==> config.mk <==
export PLATFORM = sky130hd
export DESIGN_NAME = ntt_job_arbiter
export DESIGN_NICKNAME = d
export VERILOG_FILES = /design/src/rtl/ntt_arb_pkg.sv /design/src/rtl/ntt_rr_pick.sv /design/src/rtl/ntt_job_arbiter.sv
export SDC_FILE = /design/constraint.sdc
export NUM_CORES = 1
export LEC_CHECK = 0
export BUFFER_PORTS_ARGS = -buffer_cell sky130_fd_sc_hd__buf_2
export CAP_MARGIN = 30
export CORE_MARGIN = 2
export CORE_UTILIZATION = 55
export CTS_CLUSTER_SIZE = 10
export DETAILED_ROUTE_END_ITERATION = 12
export GPL_TIMING_DRIVEN = 0
export PLACE_DENSITY = 0.8
export RECOVER_POWER = 25
export SKIP_LAST_GASP = 1
export SLEW_MARGIN = 15
export SYNTH_ARGS = -nofsm -noshare
export SYNTH_HDL_FRONTEND = slang
export SYNTH_HIERARCHICAL = 1
export SYNTH_SLANG_ARGS = --single-unit
export TNS_END_PERCENT = 20
==> constraint.sdc <==
create_clock -name clk_core -period 4.9 [get_ports clk_core]
set_input_delay 0.245 -clock clk_core [delete_from_list [all_inputs] [get_ports clk_core]]
set_output_delay 0.245 -clock clk_core [all_outputs]
set_load 0.005 [all_outputs]
==> src/rtl/ntt_arb_pkg.sv <==
//------------------------------------------------------------------------------
// Module   : ntt_arb_pkg
// Purpose  : Shared types and default constants for the NTT job arbiter.
//            Holds the arbiter state encoding and the default sizing values
//            used by ntt_job_arbiter and ntt_rr_pick.
// Revision : 1.0 - initial release
//------------------------------------------------------------------------------
`default_nettype none

package ntt_arb_pkg;

    localparam int NTT_ARB_NUM_REQ  = 4;
    localparam int NTT_ARB_COOLDOWN = 2;
    localparam int NTT_ARB_TIMEOUT  = 4096;

    typedef enum logic [1:0] {
        A_IDLE   = 2'd0,
        A_LAUNCH = 2'd1,
        A_WAIT   = 2'd2,
        A_COOL   = 2'd3
    } arb_state_t;

endpackage : ntt_arb_pkg

`default_nettype wire

==> src/rtl/ntt_rr_pick.sv <==
//------------------------------------------------------------------------------
// Module   : ntt_rr_pick
// Purpose  : Combinational round-robin picker. Rotates the request vector so
//            that index i_rr_ptr lands at bit 0, selects the lowest set bit,
//            then maps that position back to an absolute requester index.
// Ports    : i_req     - request vector (one bit per requester)
//            i_rr_ptr  - highest-priority index, must be < NUM_REQ
//            o_any     - at least one request is present
//            o_winner  - index of the selected requester (valid with o_any)
// Revision : 1.0 - initial release
//------------------------------------------------------------------------------
`default_nettype none

module ntt_rr_pick #(
    parameter int NUM_REQ = 4,
    parameter int ID_W    = $clog2(NUM_REQ)
) (
    input  logic [NUM_REQ-1:0] i_req,
    input  logic [ID_W-1:0]    i_rr_ptr,
    output logic               o_any,
    output logic [ID_W-1:0]    o_winner
);

    logic [NUM_REQ-1:0] w_rot;
    logic [ID_W-1:0]    w_pos;
    logic [ID_W:0]      w_sum;
    logic [ID_W:0]      w_wrapped;

    // Doubling the vector turns the rotate into a plain right shift.
    assign w_rot = NUM_REQ'({i_req, i_req} >> i_rr_ptr);

    always_comb begin
        w_pos = '0;
        for (int i = NUM_REQ - 1; i >= 0; i--) begin
            if (w_rot[i]) begin
                w_pos = ID_W'(i);
            end
        end
    end

    // Both operands are below NUM_REQ, so one conditional subtract suffices
    // and no power-of-two NUM_REQ is assumed.
    assign w_sum     = {1'b0, w_pos} + {1'b0, i_rr_ptr};
    assign w_wrapped = (w_sum >= (ID_W+1)'(NUM_REQ)) ? (w_sum - (ID_W+1)'(NUM_REQ)) : w_sum;

    assign o_any    = |i_req;
    assign o_winner = w_wrapped[ID_W-1:0];

endmodule : ntt_rr_pick

`default_nettype wire

==> src/rtl/ntt_job_arbiter.sv <==
//------------------------------------------------------------------------------
// Module   : ntt_job_arbiter
// Purpose  : Shares one NTT fold engine between NUM_REQ job requesters in
//            round-robin order. Launches the engine with a one-cycle start
//            pulse, tracks the owner, returns a one-cycle completion pulse to
//            that owner and then idles for a fixed COOLDOWN period so grant
//            timing is independent of data and history.
// Ports    : clk_core, rst          - clock, synchronous active-high reset
//            req_valid/req_inverse  - per-requester request and mode
//            req_ready              - one-hot acceptance pulse
//            cmp_valid/cmp_err      - one-hot completion pulse, watchdog flag
//            eng_start/eng_inverse  - engine launch pulse and latched mode
//            eng_busy/eng_done      - engine status
//            owner/owner_valid      - current owner index, valid LAUNCH/WAIT
//            busy                   - arbiter not idle
//            err_timeout            - sticky watchdog flag
// Options  : NTT_ARB_WATCHDOG_EN - when defined, a WAIT-state watchdog ends a
//            job after TIMEOUT_CYC cycles without eng_done (cmp_err = 1).
//            When undefined, cmp_err and err_timeout are tied to 0.
// Revision : 1.0 - initial release
//------------------------------------------------------------------------------
`default_nettype none

module ntt_job_arbiter
    import ntt_arb_pkg::*;
#(
    parameter int NUM_REQ     = NTT_ARB_NUM_REQ,
    parameter int ID_W        = $clog2(NUM_REQ),
    parameter int COOLDOWN    = NTT_ARB_COOLDOWN,
    parameter int TIMEOUT_CYC = NTT_ARB_TIMEOUT
) (
    input  logic               clk_core,
    input  logic               rst,
    input  logic [NUM_REQ-1:0] req_valid,
    input  logic [NUM_REQ-1:0] req_inverse,
    output logic [NUM_REQ-1:0] req_ready,
    output logic [NUM_REQ-1:0] cmp_valid,
    output logic               cmp_err,
    output logic               eng_start,
    output logic               eng_inverse,
    input  logic               eng_busy,
    input  logic               eng_done,
    output logic [ID_W-1:0]    owner,
    output logic               owner_valid,
    output logic               busy,
    output logic               err_timeout
);

    localparam int COOL_W = 4;

    arb_state_t         r_state;
    logic [ID_W-1:0]    r_rr_ptr;
    logic [ID_W-1:0]    r_owner;
    logic [COOL_W-1:0]  r_cool_cnt;
    logic [NUM_REQ-1:0] r_req_ready;
    logic [NUM_REQ-1:0] r_cmp_valid;
    logic               r_eng_start;
    logic               r_eng_inverse;
    logic               r_owner_valid;
    logic               r_busy;

    logic               w_any;
    logic [ID_W-1:0]    w_winner;
    logic [ID_W:0]      w_ptr_inc;
    logic [ID_W:0]      w_ptr_next;
    logic               w_timeout;

    ntt_rr_pick #(
        .NUM_REQ (NUM_REQ),
        .ID_W    (ID_W)
    ) u_pick (
        .i_req    (req_valid),
        .i_rr_ptr (r_rr_ptr),
        .o_any    (w_any),
        .o_winner (w_winner)
    );

    // Next priority pointer: the slot after the finishing owner, so that
    // owner drops to lowest priority in the next arbitration.
    assign w_ptr_inc  = {1'b0, r_owner} + (ID_W+1)'(1);
    assign w_ptr_next = (w_ptr_inc >= (ID_W+1)'(NUM_REQ)) ? (w_ptr_inc - (ID_W+1)'(NUM_REQ)) : w_ptr_inc;

`ifdef NTT_ARB_WATCHDOG_EN
    localparam int WD_W = $clog2(TIMEOUT_CYC + 1);

    logic [WD_W-1:0] r_wd_cnt;
    logic            r_cmp_err;
    logic            r_err_timeout;

    // Fires on the last of TIMEOUT_CYC WAIT cycles; eng_done in that same
    // cycle takes precedence in the state machine below.
    assign w_timeout   = (r_wd_cnt == WD_W'(TIMEOUT_CYC - 1));
    assign cmp_err     = r_cmp_err;
    assign err_timeout = r_err_timeout;
`else
    logic w_unused_timeout;

    assign w_unused_timeout = ^TIMEOUT_CYC;
    assign w_timeout        = 1'b0;
    assign cmp_err          = 1'b0;
    assign err_timeout      = 1'b0;
`endif

    always_ff @(posedge clk_core) begin
        if (rst) begin
            r_state       <= A_IDLE;
            r_rr_ptr      <= '0;
            r_owner       <= '0;
            r_cool_cnt    <= '0;
            r_req_ready   <= '0;
            r_cmp_valid   <= '0;
            r_eng_start   <= 1'b0;
            r_eng_inverse <= 1'b0;
            r_owner_valid <= 1'b0;
            r_busy        <= 1'b0;
`ifdef NTT_ARB_WATCHDOG_EN
            r_wd_cnt      <= '0;
            r_cmp_err     <= 1'b0;
            r_err_timeout <= 1'b0;
`endif
        end else begin
            // Pulse outputs default low; they are raised for one cycle only.
            r_req_ready <= '0;
            r_cmp_valid <= '0;
            r_eng_start <= 1'b0;
`ifdef NTT_ARB_WATCHDOG_EN
            r_cmp_err   <= 1'b0;
`endif
            case (r_state)
                A_IDLE: begin
                    if (w_any && !eng_busy) begin
                        r_state       <= A_LAUNCH;
                        r_owner       <= w_winner;
                        r_eng_inverse <= req_inverse[w_winner];
                        r_req_ready   <= NUM_REQ'(1) << w_winner;
                        r_eng_start   <= 1'b1;
                        r_owner_valid <= 1'b1;
                        r_busy        <= 1'b1;
                    end
                end

                A_LAUNCH: begin
                    r_state <= A_WAIT;
`ifdef NTT_ARB_WATCHDOG_EN
                    r_wd_cnt <= '0;
`endif
                end

                A_WAIT: begin
                    if (eng_done || w_timeout) begin
                        r_state       <= A_COOL;
                        r_cmp_valid   <= NUM_REQ'(1) << r_owner;
                        r_rr_ptr      <= w_ptr_next[ID_W-1:0];
                        r_owner_valid <= 1'b0;
                        r_cool_cnt    <= COOL_W'(COOLDOWN - 1);
`ifdef NTT_ARB_WATCHDOG_EN
                        r_cmp_err     <= !eng_done;
                        if (!eng_done) begin
                            r_err_timeout <= 1'b1;
                        end
`endif
                    end
`ifdef NTT_ARB_WATCHDOG_EN
                    else begin
                        r_wd_cnt <= r_wd_cnt + WD_W'(1);
                    end
`endif
                end

                A_COOL: begin
                    if (r_cool_cnt == '0) begin
                        r_state <= A_IDLE;
                        r_busy  <= 1'b0;
                    end else begin
                        r_cool_cnt <= r_cool_cnt - COOL_W'(1);
                    end
                end

                default: begin
                    r_state <= A_IDLE;
                end
            endcase
        end
    end

    assign req_ready   = r_req_ready;
    assign cmp_valid   = r_cmp_valid;
    assign eng_start   = r_eng_start;
    assign eng_inverse = r_eng_inverse;
    assign owner       = r_owner;
    assign owner_valid = r_owner_valid;
    assign busy        = r_busy;

endmodule : ntt_job_arbiter

`default_nettype wire

==> results_dict.tcl, run 1 <==
set metrics [dict create \
    die_h_um 49.8 \
    drtPass1Iterations 4 \
    grt_use_met2_pct 32.4 \
    hp-class "primary input to flip-flop" \
    crit_type "flip-flop to flip-flop" \
    crit_path_frequent_cell "nor2_1" \
    dieWidth_um 49.8 \
    power_leakage_nw 0.595 \
    worstSkewPairLatency_ns 0.30 \
    drt_iter0_markers 28 \
    grtUsageTotal_pct 19.6 \
    num_vias 1032 \
    tightest_slew_ns 0.541 \
    cts.htree.levels 1 \
    drc 0 \
    finalNetCount 180 \
    path_buf_inv 1 \
    grt_use_met3_pct 3.64 \
    initial_utilization_pct 58.9 \
    finalHoldViolCount 0 \
    pwr-share-clk_pct 16.8 \
    slew_viol_final 0 \
    syn_inst 131 \
    grt-ovfl-total 0 \
    boundaryPins 28 \
    drt_wl_total_um 2230 \
    finClkSkew_ns 0.00405 \
    cp-end-kind "flip-flop" \
    netlist_top_cells_area "dfxtp_1 (38%), nor2_1 (6.8%), ha_1 (6.5%)" \
    cts.sinks 22 \
    wire_per_inst_um 11.9 \
    rsz0062_at_grt "no" \
    setup_viol 0 \
    post_cts_buffers 0 \
    clk_pin_slew_ns 0.12 \
    crit_fanout 9 \
    fin_tns_setup_ns 0 \
    drive_above_1_share_pct 22.4 \
    p_per_area_nw_per_um2 431 \
    cp.arrival_ns 2.72 \
    slew-limit-headroom_pct 63.7 \
    synth_area_leader_cell "dfxtp_1" \
    cellInternalPower_uw 373 \
    antenna_found_initial 0 \
    area_growth_pct 16.9 \
    path_cells "buf_4 -> nand2_1 -> nor2_1 -> o21ai_0 -> o211ai_1 -> ha_1 -> xor2_1 -> xnor2_1 -> mux4_2 -> mux2i_1 -> nor2_1" \
    cts_resized 0 \
    drv.max_cap_violation_count 0 \
    fin_crit_ns 2.52 \
    power.switching_uw 210 \
    vias_per_cell 5.49 \
    cp-start-kind "flip-flop" \
    cp_top_family "XOR/XNOR gates" \
    ant_nets 0 \
    top_usage_layer "met2" \
    grt_pass1_wl_um 3770 \
    synth_ff_type "dfxtp_1" \
    grt_pass1_vias 869 \
    hpwl_um 1650 \
    use_met1_pct 25.5 \
    power.total_uw 582 \
    postLayoutSetupSlackWorst_ns 2.38 \
    place.gp.congestion 0.826 \
    status "finished clean" \
    syn_avg_cell_area_um2 8.82 \
    cts_tree "built" \
    p_comb_share_pct 42.5 \
    antenna_cells 0 \
    yosysSeqAreaShare_pct 38.1 \
    required_ns 5.10 \
    ys_seq_elements 22 \
    cts_buffers 3 \
    coreArea_um2 1960 \
    fin_crit_sh_pct 51.3 \
    ys_async_sr_fraction_pct 0 \
    grt_start_max_net_pins 13 \
    io_buffer_count 25 \
    switching_share_pct 36.0 \
    ir_worst_vdd_mv 0.302 \
    fmax_ghz 0.397 \
    synth_cell_type_count 39 \
    post_synth_instance_area_um2 1150 \
    synth_edf_count 0 \
    place_ws_ns 2.44 \
    yosys_warnings 6 \
    rows 16 \
    yosys.area.top_type_share_pct 38.1 \
    slowest_stage "xnor2_1" \
    fill_cells 163 \
    cp_slowest_stage_delay_ns 0.48 \
    cts.path.max_buffers 2 \
    holdBufCountCts 0 \
    root_buffer "clkbuf_4" \
    seq_power_share_pct 40.7 \
    dieArea_um2 2480 \
]
-- worst reg2reg max path, cell delays in order (launching register included) --
cell and delay [ns]:
dfxtp_1 0.35, buf_4 0.17, nand2_1 0.10, nor2_1 0.06, o21ai_0 0.20, o211ai_1 0.13, ha_1 0.21, xor2_1 0.15
xnor2_1 0.48, mux4_2 0.39, mux2i_1 0.14, nor2_1 0.05
-- metrics by stage --
step / area [um2] / hold slack [ns] / util [%] / cells
6_report: 1350 / 0.127 / 68.8 / 188
5_1_grt: 1350 / 0.113 / 68.8 / 188
4_1_cts: 1350 / 0.123 / 69.0 / 188
3_5_place_dp: 1320 / 0.460 / 67.2 / 184
3_3_place_gp: 1320 / 0.451 / 67.2 / 184
2_1_floorplan: 1160 / 0.337 / - / 132
-- synthesized netlist by cell type, types with 3 or more instances --
| library cell | n |
|---|---|
| dfxtp_1 | 22 |
| nor3_1 | 4 |
| inv_1 | 7 |
| o21ai_0 | 4 |
| buf_4 | 4 |
| a21oi_1 | 8 |
| mux2i_1 | 5 |
| nand2_1 | 5 |
| nor4b_1 | 3 |
| nor2_1 | 21 |
| nor4_1 | 4 |
| nand2b_1 | 5 |
| ha_1 | 6 |
-- cells in the final DEF, fill, tap and decap left out, types with 2 or more instances in the layout --
| master | instances |
|---|---|
| a211oi_1 | 2 |
| a21oi_1 | 8 |
| buf_2 | 23 |
| buf_4 | 4 |
| clkbuf_1 | 2 |
| clkbuf_4 | 3 |
| clkbuf_8 | 2 |
| conb_1 | 2 |
| dfxtp_1 | 22 |
| ha_1 | 6 |
| inv_1 | 7 |
| mux2i_1 | 5 |
| nand2_1 | 5 |
| nand2b_1 | 5 |
| nand3b_1 | 2 |
| nand4_1 | 2 |
| nor2_1 | 21 |
| nor3_1 | 4 |
| nor3b_1 | 2 |
| nor4_1 | 4 |
| nor4b_1 | 3 |
| o21ai_0 | 4 |
| o21ai_1 | 2 |
| or3_1 | 2 |
| xnor2_1 | 2 |
-- final timing paths --
check,startpoint,end,slack [ns],cells after the start
setup / recovery,r_rr_ptr[0],eng_inverse,2.38,11
hold / removal,rst,eng_start,0.13,2
setup reg to reg,r_rr_ptr[0],eng_inverse,2.38,11
hold reg to reg,r_cool_cnt[3],r_cool_cnt[3],0.51,2
-- power groups by stage --
stage / clock (mW) / sequential [mW] / combinational (mW)
after global placement: 0 / 0.238 / 0.240
final: 0.0979 / 0.237 / 0.247
after global routing: 0.110 / 0.241 / 0.278
after floorplan: 0 / 0.238 / 0.188
after detailed placement: 0 / 0.241 / 0.247
after CTS: 0.101 / 0.237 / 0.248
-- metal layers --
layer	share of wire (%)	vias up	wire, um
met5	0	-	0
met4	0.94	0	21
met3	5.2	2	117
met2	46	35	1030
met1	48	471	1060
li1	-	524	-
-- state kept, by name (all words and copies together) (netlist names), 2 cells and up --
| signal | count |
|---|---|
| cmp_valid | 4 |
| req_ready | 4 |
| r_state | 2 |
| owner | 2 |
| r_rr_ptr | 2 |
| r_cool_cnt | 4 |
-- final cells by class --
| class | instances | area [um2] | area share, % |
|---|---|---|---|
| multi-input cells | 96 | 632 | 46.8 |
| flip-flops and latches | 22 | 440 | 32.6 |
| repair buffers | 25 | 121 | 8.99 |
| plain buffers | 7 | 60.1 | 4.45 |
| clock buffers | 4 | 36.3 | 2.69 |
| well taps | 27 | 33.8 | 2.50 |
| inverters | 7 | 26.3 | 1.95 |
-- logic make-up (layout without fill, tap and decap cells) --
| logic type | count (synthesis) | after routing | synth area share [%] |
|---|---|---|---|
| AND/OR/NAND/NOR | 55 | 55 | 25.5 |
| multiplexers | 6 | 6 | 6.28 |
| XOR/XNOR | 3 | 3 | 2.28 |
| AO/OA/AOI/OAI | 24 | 24 | 13.5 |
| buffers and inverters | 14 | 43 | 7.48 |
| adder cells (fa/ha/maj) | 6 | 6 | 6.50 |
| other | 1 | 2 | 0.325 |
| flip-flops | 22 | 22 | 38.1 |
Note: power is estimated with default switching activity, not from simulation.
==> run 2: changes to the inputs <==
--- a/config.mk
+++ b/config.mk
@@ -8,11 +8,11 @@
 export BUFFER_PORTS_ARGS = -buffer_cell sky130_fd_sc_hd__buf_2
 export CAP_MARGIN = 30
 export CORE_MARGIN = 2
-export CORE_UTILIZATION = 55
+export CORE_UTILIZATION = 47
 export CTS_CLUSTER_SIZE = 10
 export DETAILED_ROUTE_END_ITERATION = 12
 export GPL_TIMING_DRIVEN = 0
-export PLACE_DENSITY = 0.8
+export PLACE_DENSITY = 0.72
 export RECOVER_POWER = 25
 export SKIP_LAST_GASP = 1
 export SLEW_MARGIN = 15
==> constraint.sdc (replaced) <==
create_clock -name clk_core -period 2 [get_ports clk_core]
set_input_delay 0.1 -clock clk_core [delete_from_list [all_inputs] [get_ports clk_core]]
set_output_delay 0.1 -clock clk_core [all_outputs]
set_load 0.005 [all_outputs]
==> run 2 against run 1 <==
Hold slack better by 0.15 ns. Clock skew is 0.0045 ns higher. Largest cell class unchanged. Sequential cell count stayed put. Clock-buffer cell count is 1 lower. Highest routed layer unchanged. Sequential share of layout area is 2.2 points lower. Worst setup slack worse by 2.3 ns. Cell area is 8.5% higher. Cell count is 3.2% higher. Combinational power grew to 2.7 times the previous value. Critical path type unchanged.
==> results_dict.tcl, run 2 (synthesis results as in run 1) <==
set metrics [dict create \
    cp-start-kind "flip-flop" \
    drt_wl_total_um 2550 \
    grt_start_max_net_pins 14 \
    endpoint "eng_inverse" \
    io_buffer_count 25 \
    reg2regPathDepth 7 \
    fill_cells 210 \
    fin_util_pct 64.4 \
    finClkSkew_ns 0.00857 \
    grt-ovfl-total 0 \
    cts_tree "built" \
    hp-class "primary input to flip-flop" \
    ir_worst_vdd_mv 0.618 \
    postLayoutSetupSlackWorst_ns 0.0457 \
    setup_viol 0 \
    grtUsageTotal_pct 18.5 \
    slew_viol_final 0 \
    cts.path.max_buffers 2 \
    place.gp.congestion 0.758 \
    cp.arrival_ns 2.15 \
    finalHoldViolCount 0 \
    num_vias 1048 \
    worstSkewPairLatency_ns 0.31 \
    crit_type "flip-flop to flip-flop" \
    layout_commonest_cell "buf_2" \
    area_growth_pct 26.9 \
    dieWidth_um 53.6 \
    vias_per_cell 5.40 \
    p_per_area_nw_per_um2 1090 \
    boundaryPins 28 \
    fmax_ghz 0.512 \
    finish.instance_area_um2 1470 \
    clk_pin_slew_ns 0.12 \
    wire_per_inst_um 13.2 \
    antenna_cells 0 \
    die_h_um 53.6 \
    finalNetCount 185 \
    rr_startpoint "r_rr_ptr[1]" \
    crit_start "r_rr_ptr[1]" \
    rows 17 \
    grt_pass1_wl_um 3880 \
    antenna_found_initial 0 \
    drive_above_1_share_pct 29.5 \
    drt_iter0_markers 19 \
    dieArea_um2 2870 \
    crit_fanout 8 \
    ant_nets 0 \
    cts.sinks 22 \
    rsz0062_at_grt "yes" \
    rrSetupSlack_ns 0.05 \
    place_ws_ns -0.187 \
    status "finished clean" \
    final_cell_mix "buf_2 (22), nor2_1 (21), dfxtp_1 (20), a21oi_1 (8)" \
    grt_pass1_vias 926 \
    fin_crit_ns 1.95 \
    root_buffer "clkbuf_4" \
    layout.cells.non_filler 194 \
    cts.htree.levels 1 \
    drc 0 \
    whs_ns 0.274 \
    cts_buffers 3 \
    cp-end-kind "flip-flop" \
    power_leakage_nw 0.635 \
    drv.max_cap_violation_count 0 \
    placedCellCount 185 \
    required_ns 2.20 \
    place_area_um2 1340 \
    fin_crit_sh_pct 97.7 \
    hpwl_um 1870 \
    drtPass1Iterations 4 \
    initial_utilization_pct 50.7 \
    reg2reg_to "eng_inverse" \
    coreArea_um2 2280 \
]
==> run 2: worst min-delay path by stage <==
stage | from | to | slack [ns] | cells after the start
finish | eng_done | cmp_valid[2] | 0.27 | 3
global route | eng_done | cmp_valid[2] | 0.29 | 3
CTS | eng_done | cmp_valid[2] | 0.27 | 3
detailed placement | rst | eng_start | 0.31 | 2
global placement | rst | eng_start | 0.31 | 2
floorplan | rst | eng_start | 0.19 | 1
==> run 2: critical path, stage by stage (launching register included) <==
cell and delay [ns]:
dfxtp_2 0.39, or3_1 0.41, a21oi_1 0.24, a211oi_2 0.10, xnor2_2 0.20, mux4_2 0.31, mux2i_1 0.13, nor2_1 0.07
==> run 2: cell type report <==
cell class / count / area (um2) / share of cell area [%]
Buffer: 6 / 52.6 / 3.59
Timing Repair Buffer: 31 / 171 / 11.7
Multi-Input combinational cell: 96 / 682 / 46.5
Inverter: 7 / 26.3 / 1.79
Sequential cell: 22 / 445 / 30.4
Clock inverter: 1 / 30.0 / 2.05
Tap cell: 28 / 35.0 / 2.39
Clock buffer: 3 / 22.5 / 1.54
==> run 2: stage by stage <==
| stage | power [mW] | TNS (ns) |
|---|---|---|
| after floorplan | 1.05 | 0 |
| after global placement | 1.18 | -0.130 |
| after global routing | 1.70 | -0.0810 |
| final | 1.59 | 0 |
| after detailed placement | 1.22 | -0.187 |
| after CTS | 1.57 | 0 |
==> run 2: timing repair <==
item / 4_1_cts / 5_1_grt
gates cloned: 0 / 0
endpoints found under the setup margin: 1 / 3
hold buffers: 1 / 0
setup buffers: 3 / 2
pin swaps: 2 / 6
resized for setup: 5 / 6
hold endpoints to repair: 1 / 0
==> run 2: power breakdown <==
part | internal, mW | total [mW] | switching, mW
clock | 0.203 | 0.335 | 0.132
combinational | 0.323 | 0.664 | 0.341
sequential | 0.519 | 0.591 | 0.0723
==> run 2: per-layer routing <==
layer	routed length [um]	up-vias	global-route usage (%)
li1	-	527	-
met1	1060	501	20.1
met2	1390	18	36.6
met3	83	2	2.78
met4	19	0	5.13
met5	0	-	0
